File: config.mk
export PLATFORM = sky130hd
export DESIGN_NAME = life_gen_scheduler
export DESIGN_NICKNAME = d
export VERILOG_FILES = /design/src/rtl/life_gen_scheduler.sv
export SDC_FILE = /design/constraint.sdc
export NUM_CORES = 1
export LEC_CHECK = 0
export BUFFER_PORTS_ARGS = -buffer_cell sky130_fd_sc_hd__buf_2
export CORE_ASPECT_RATIO = 2
export CORE_MARGIN = 5
export CORE_UTILIZATION = 25
export DETAILED_ROUTE_END_ITERATION = 10
export GPL_TIMING_DRIVEN = 0
export PLACE_DENSITY = 0.36
export SYNTH_ARGS = -nofsm -noshare
export SYNTH_HDL_FRONTEND = slang
export SYNTH_SLANG_ARGS = --single-unit
File: constraint.sdc
create_clock -name clk -period 14.5 [get_ports clk]
set_input_delay 1.45 -clock clk [delete_from_list [all_inputs] [get_ports clk]]
set_output_delay 1.45 -clock clk [all_outputs]
set_load 0.01 [all_outputs]
File: src/rtl/life_gen_scheduler.sv
// Game-of-Life board owner: double-buffered board, vsync-divided generation scheduler and row-serial update engine.
// Optional build macro LIFE_TORUS_EN wraps the board edges; without it cells outside the board are dead.
`timescale 1ns/1ps
module life_gen_scheduler #(
  parameter int BOARD_W     = 8,
  parameter int BOARD_H     = 8,
  parameter int FRAME_DIV_W = 6,
  localparam int ROW_AW     = $clog2(BOARD_H)
) (
  input  logic                   clk,
  input  logic                   reset,
  input  logic                   vsync,
  input  logic                   run,
  input  logic                   step,
  input  logic [FRAME_DIV_W-1:0] frame_div,
  input  logic                   load_en,
  input  logic [ROW_AW-1:0]      load_row,
  input  logic [BOARD_W-1:0]     load_data,
  input  logic [ROW_AW-1:0]      rd_row,
  output logic [BOARD_W-1:0]     rd_data,
  output logic                   busy,
  output logic                   gen_done,
  output logic [15:0]            gen_count,
  output logic                   overrun
);

  localparam logic [ROW_AW-1:0] LAST_ROW = ROW_AW'(BOARD_H - 1);

  typedef enum logic [1:0] {IDLE, COMPUTE, SWAP} state_t;

  state_t                   state_q, state_d;
  logic [BOARD_W-1:0]       board [2][BOARD_H];
  logic                     front_sel;
  logic                     vsync_q;
  logic                     tick;
  logic [FRAME_DIV_W-1:0]   frame_cnt;
  logic [ROW_AW-1:0]        row;
  logic                     start, cnt_clr, cnt_inc;
  logic [BOARD_W-1:0]       up_row, cur_row, dn_row, next_row;

  // One row of the Life rule; padded bit i holds column i-1 so every cell sees a full 3x3 window.
  function automatic logic [BOARD_W-1:0] life_row(input logic [BOARD_W-1:0] up,
                                                  input logic [BOARD_W-1:0] cur,
                                                  input logic [BOARD_W-1:0] dn);
    logic [BOARD_W+1:0] pu, pc, pd;
    logic [3:0]         n;
    logic [BOARD_W-1:0] res;
    res = '0;
`ifdef LIFE_TORUS_EN
    pu = {up[0],  up,  up[BOARD_W-1]};
    pc = {cur[0], cur, cur[BOARD_W-1]};
    pd = {dn[0],  dn,  dn[BOARD_W-1]};
`else
    pu = {1'b0, up,  1'b0};
    pc = {1'b0, cur, 1'b0};
    pd = {1'b0, dn,  1'b0};
`endif
    for (int c = 0; c < BOARD_W; c++) begin
      n = 4'(pu[c]) + 4'(pu[c+1]) + 4'(pu[c+2]) +
          4'(pc[c]) + 4'(pc[c+2]) +
          4'(pd[c]) + 4'(pd[c+1]) + 4'(pd[c+2]);
      res[c] = (n == 4'd3) | (cur[c] & (n == 4'd2));
    end
    return res;
  endfunction

  assign tick     = vsync & ~vsync_q;
  assign rd_data  = board[front_sel][rd_row];
  assign busy     = (state_q != IDLE);
  assign gen_done = (state_q == SWAP);

  always_comb begin
    cur_row = board[front_sel][row];
`ifdef LIFE_TORUS_EN
    up_row  = board[front_sel][(row == '0) ? LAST_ROW : row - ROW_AW'(1)];
    dn_row  = board[front_sel][(row == LAST_ROW) ? '0 : row + ROW_AW'(1)];
`else
    up_row  = (row == '0) ? '0 : board[front_sel][row - ROW_AW'(1)];
    dn_row  = (row == LAST_ROW) ? '0 : board[front_sel][row + ROW_AW'(1)];
`endif
    next_row = life_row(up_row, cur_row, dn_row);
  end

  // A step request with run=0 takes priority over a coincident tick.
  always_comb begin
    state_d = state_q;
    start   = 1'b0;
    cnt_clr = 1'b0;
    cnt_inc = 1'b0;
    case (state_q)
      IDLE: begin
        if (step && !run) begin
          start = 1'b1;
        end else if (tick && run) begin
          if (frame_cnt == frame_div) begin
            start   = 1'b1;
            cnt_clr = 1'b1;
          end else begin
            cnt_inc = 1'b1;
          end
        end
        if (start) state_d = COMPUTE;
      end
      COMPUTE: if (row == LAST_ROW) state_d = SWAP;
      SWAP:    state_d = IDLE;
      default: state_d = IDLE;
    endcase
  end

  always_ff @(posedge clk) begin
    if (reset) state_q <= IDLE;
    else       state_q <= state_d;
  end

  // Loader writes only the front buffer in IDLE; the engine writes only the back buffer.
  always_ff @(posedge clk) begin
    if (reset) begin
      for (int r = 0; r < BOARD_H; r++) begin
        board[0][r] <= '0;
        board[1][r] <= '0;
      end
      front_sel <= 1'b0;
      vsync_q   <= 1'b0;
      frame_cnt <= '0;
      row       <= '0;
      gen_count <= '0;
      overrun   <= 1'b0;
    end else begin
      vsync_q <= vsync;
      if (state_q == IDLE && load_en) board[front_sel][load_row] <= load_data;
      if (state_q == COMPUTE)         board[~front_sel][row]     <= next_row;
      if (cnt_clr)      frame_cnt <= '0;
      else if (cnt_inc) frame_cnt <= frame_cnt + FRAME_DIV_W'(1);
      if (start)                   row <= '0;
      else if (state_q == COMPUTE) row <= row + ROW_AW'(1);
      if (state_q == SWAP) begin
        front_sel <= ~front_sel;
        gen_count <= gen_count + 16'd1;
      end
      if (tick && state_q != IDLE) overrun <= 1'b1;
    end
  end

endmodule

==> metrics.md <==
| Metric | Value |
|---|---|
| Critical-path cell list | buf_6 > inv_2 > buf_1 > ha_1 > xnor2_1 > buf_2 > mux2i_1 > o22a_1 > fa_1 > inv_1 > fa_1 > fa_1 > ha_1 > fa_1 > and2_1 > a21oi_1 > a2bb2oi_1 > a31o_2 > buf_2 > nor2_1 |
| Number of global-route vias before repair | 8876 |
| Root buf cell | clkbuf_16 |
| DR iter-0 viols | 529 |
| Gpl congestion | 0.893 |
| Leak | 4.43 nW |
| FFs w/ async S/R, synth | 0% |
| First-pass GRT wire length | 64900 um |
| Most used routing layer | met2 |
| RSZ-0062 raised after global routing | false |
| Status | complete, but fails checks |
| Initial antenna violation count | 0 |
| Leading area contributor after synthesis | edfxtp_1 |
| Proportion of synthesized chip area in sequential cells | 42.1% |
| GR Util met1 | 19.3% |
| Critical path class | flop to flop |
| Max-cap violation count | 1 |
| Clk sink count | 159 |
| Routed vias | 8253 |
| Layout Skew | 0.0166 ns |
| Synth area leaders | edfxtp_1 (36%), mux2i_1 (6.1%), dfxtp_1 (5.9%) |
| # diodes | 0 |
| Yosys warning count | 0 |
| WL final | 45600 um |
| Nets | 1149 |
| Worst Tran Pin Value | 1.49 ns |
| Period minus WS final | 7.55 ns |
| Crit start category | flop |
| Pre-antenna DRT Iters | 5 |
| Worst slew margin | 0.127% |
| Placed inst area | 0.0116 mm^2 |
| Hold WC Path Type | flop to flop |
| Clock Latency Late Sink | 0.45 ns |
| Slew Limit Fails | 0 |
| FF+latch count, synth | 159 |
| # rows | 106 |
| Global Route Usage Sum | 19.7% |
| Failing checks | max-capacitance violations |
| Max IR drop VDD | 0.0837 mV |
| Synth Cell Area | 0.0106 mm^2 |
| DP Wirelength | 37500 um |
| Period utilization | 52.1% |
| Cts hold-fix bufs | 0 |
| CP max-delay cell | xnor2_1 |
| Layout cells sized above 1 | 18.0% |
| Syn Area/Cell | 10.6 um^2 |
| DRC viols | 0 |
| Post-synth top area share | 36.3% |
| CTS clk-pin slew, worst paths | 0.07 ns |
| Final Setup Violations | 0 |
| CP bufs+invs | 6 |
| M2 GR Usage | 39.9% |
| Crit path max-delay family | adder cells |
| Syn Nets | 1080 |
| Final Hold Vio Count | 0 |
| Yosys cell types | 70 |
| Buffers on Ports | 49 |
| Power density cells | 108 mW/mm^2 |
| Hold path startpoint | overrun |
| Largest net degree at the start of global routing | 17 |
| Post-synth top cells | edfxtp_1 (128), nor2_1 (126), nor3_1 (83) |
| CORE AREA | 0.0419 mm^2 |
| Clock Path Buffers | 2 |
| Crit end category | flop |
| Synth-to-layout area growth | 14.4% |
| WL per Instance | 28.1 um |
| Setup TNS | 0 ns |
| Post-Synthesis Cells | 1000 |
| Top-count cell post-synth | edfxtp_1 |
| DRT antenna net count | 0 |
| CTS resizes | 0 |
| H-tree Lvls | 4 |
| IO Pins | 53 |
| Fmax | 132 MHz |
| CTS buffer count | 17 |
| Peak per-stage delay on the critical path | 0.98 ns |
| Main synth FF type | edfxtp_1 |
| Die Area | 0.0469 mm^2 |
| Crit. Startpoint | row[0] |
| Die W | 156 um |
| Grt met3 use | 1.91% |
| CP required | 14.66 ns |
| Number of synthesized flops with an enable pin | 128 |
| WP data arrival | 7.71 ns |
| Congestion Overflow GR | 0 |
| Layout Cell Area excl Fill | 0.0121 mm^2 |
| Initial core utilization | 25.3% |
| Die Height | 301 um |
| R2r startpoint | row[0] |
| Post-CTS setup repair buffer count | 0 |
| Number of vias per cell | 5.09 |
| Cell mode on critical path | fa_1 |
| CTS tree | yes |
| Crit path max fanout | 11 |
==> state kept, by name (all words and copies together), names as in the netlist, named ones only <==
| signal | cells |
|---|---|
| board | 128 |
| frame_cnt | 6 |
| front_sel | 1 |
| gen_count | 16 |
| overrun | 1 |
| row | 3 |
| state_q | 2 |
| vsync_q | 1 |
==> kinds of logic after synthesis <==
group	count (synthesis)	synth area share (%)
AO/OA/AOI/OAI	153	9.84
adder cells (fa/ha/maj)	54	8.36
buffers and inverters	108	4.66
XOR/XNOR	25	2.07
flip-flops	159	42.1
AND/OR/NAND/NOR	376	18.0
multiplexers	125	15.0
==> report_power, final <==
group	total, W	leakage [nW]	switching (W)	internal [W]
registers	0.000516	1.58	0.00000747	0.000509
logic	0.000343	2.59	0.000228	0.000115
clock network	0.000444	0.269	0.000205	0.000239
total	0.00130	4.43	0.000440	0.000863
==> worst min-delay path: stages (launching register included) <==
cell     delay, ns
dfxtp_1       0.34
a31oi_1       0.05
nor2_1        0.08
==> cell usage in the layout (no fill, tap or decap), drive strengths merged, types with 8 or more instances in the layout <==
master    n
clkbuf   54
ha       26
o22a      8
a31oi    12
nand2b   20
xor2     13
and2     10
dfxtp    31
fa       28
nand2    53
o22ai    13
mux2     37
nor3     83
nand3    12
mux2i    65
mux4     23
and3b    13
inv      44
nor2    126
a22oi    16
xnor2    12
buf      84
o21ai    34
or3      10
a21oi    30
edfxtp  128
nor2b     9
==> routing by layer <==
layer	vias to the layer above	routed length, um	share of wire [%]
met5	-	0	0
li1	3810	-	-
met2	212	26700	58
met3	76	1040	2.3
met4	0	2270	5.0
met1	4155	15700	34
==> worst paths after layout <==
path | endpoint | slack (ns) | cells past startpoint
worst max-delay path | board[0][14] | 6.95 | 20
worst max register to register | board[0][14] | 6.95 | 20
worst min-delay path | overrun | 0.50 | 2
worst min register to register | overrun | 0.50 | 2
==> metrics by stage <==
step | hold WS (ns) | total power (W) | util (%) | setup slack (ns) | cells
floorplan | 0.470 | 0.000743 | - | 8.74 | 1000
global placement | 0.464 | 0.000868 | 27.5 | 6.46 | 1589
detailed placement | 0.487 | 0.000873 | 27.6 | 6.93 | 1590
CTS | 0.504 | 0.00132 | 28.9 | 6.88 | 1622
global route | 0.512 | 0.00137 | 28.9 | 6.57 | 1622
finish | 0.496 | 0.00130 | 28.9 | 6.95 | 1622
==> layout make-up <==
class	instances	area (um^2)
clock inverter	14	129
inverter	38	143
tap	540	676
buffer	70	352
clock buffer	18	429
sequential	159	4460
multi-input combinational	733	5680
fill	4527	29800
timing repair buffer	50	253
Power figures use the tool's default switching activity.
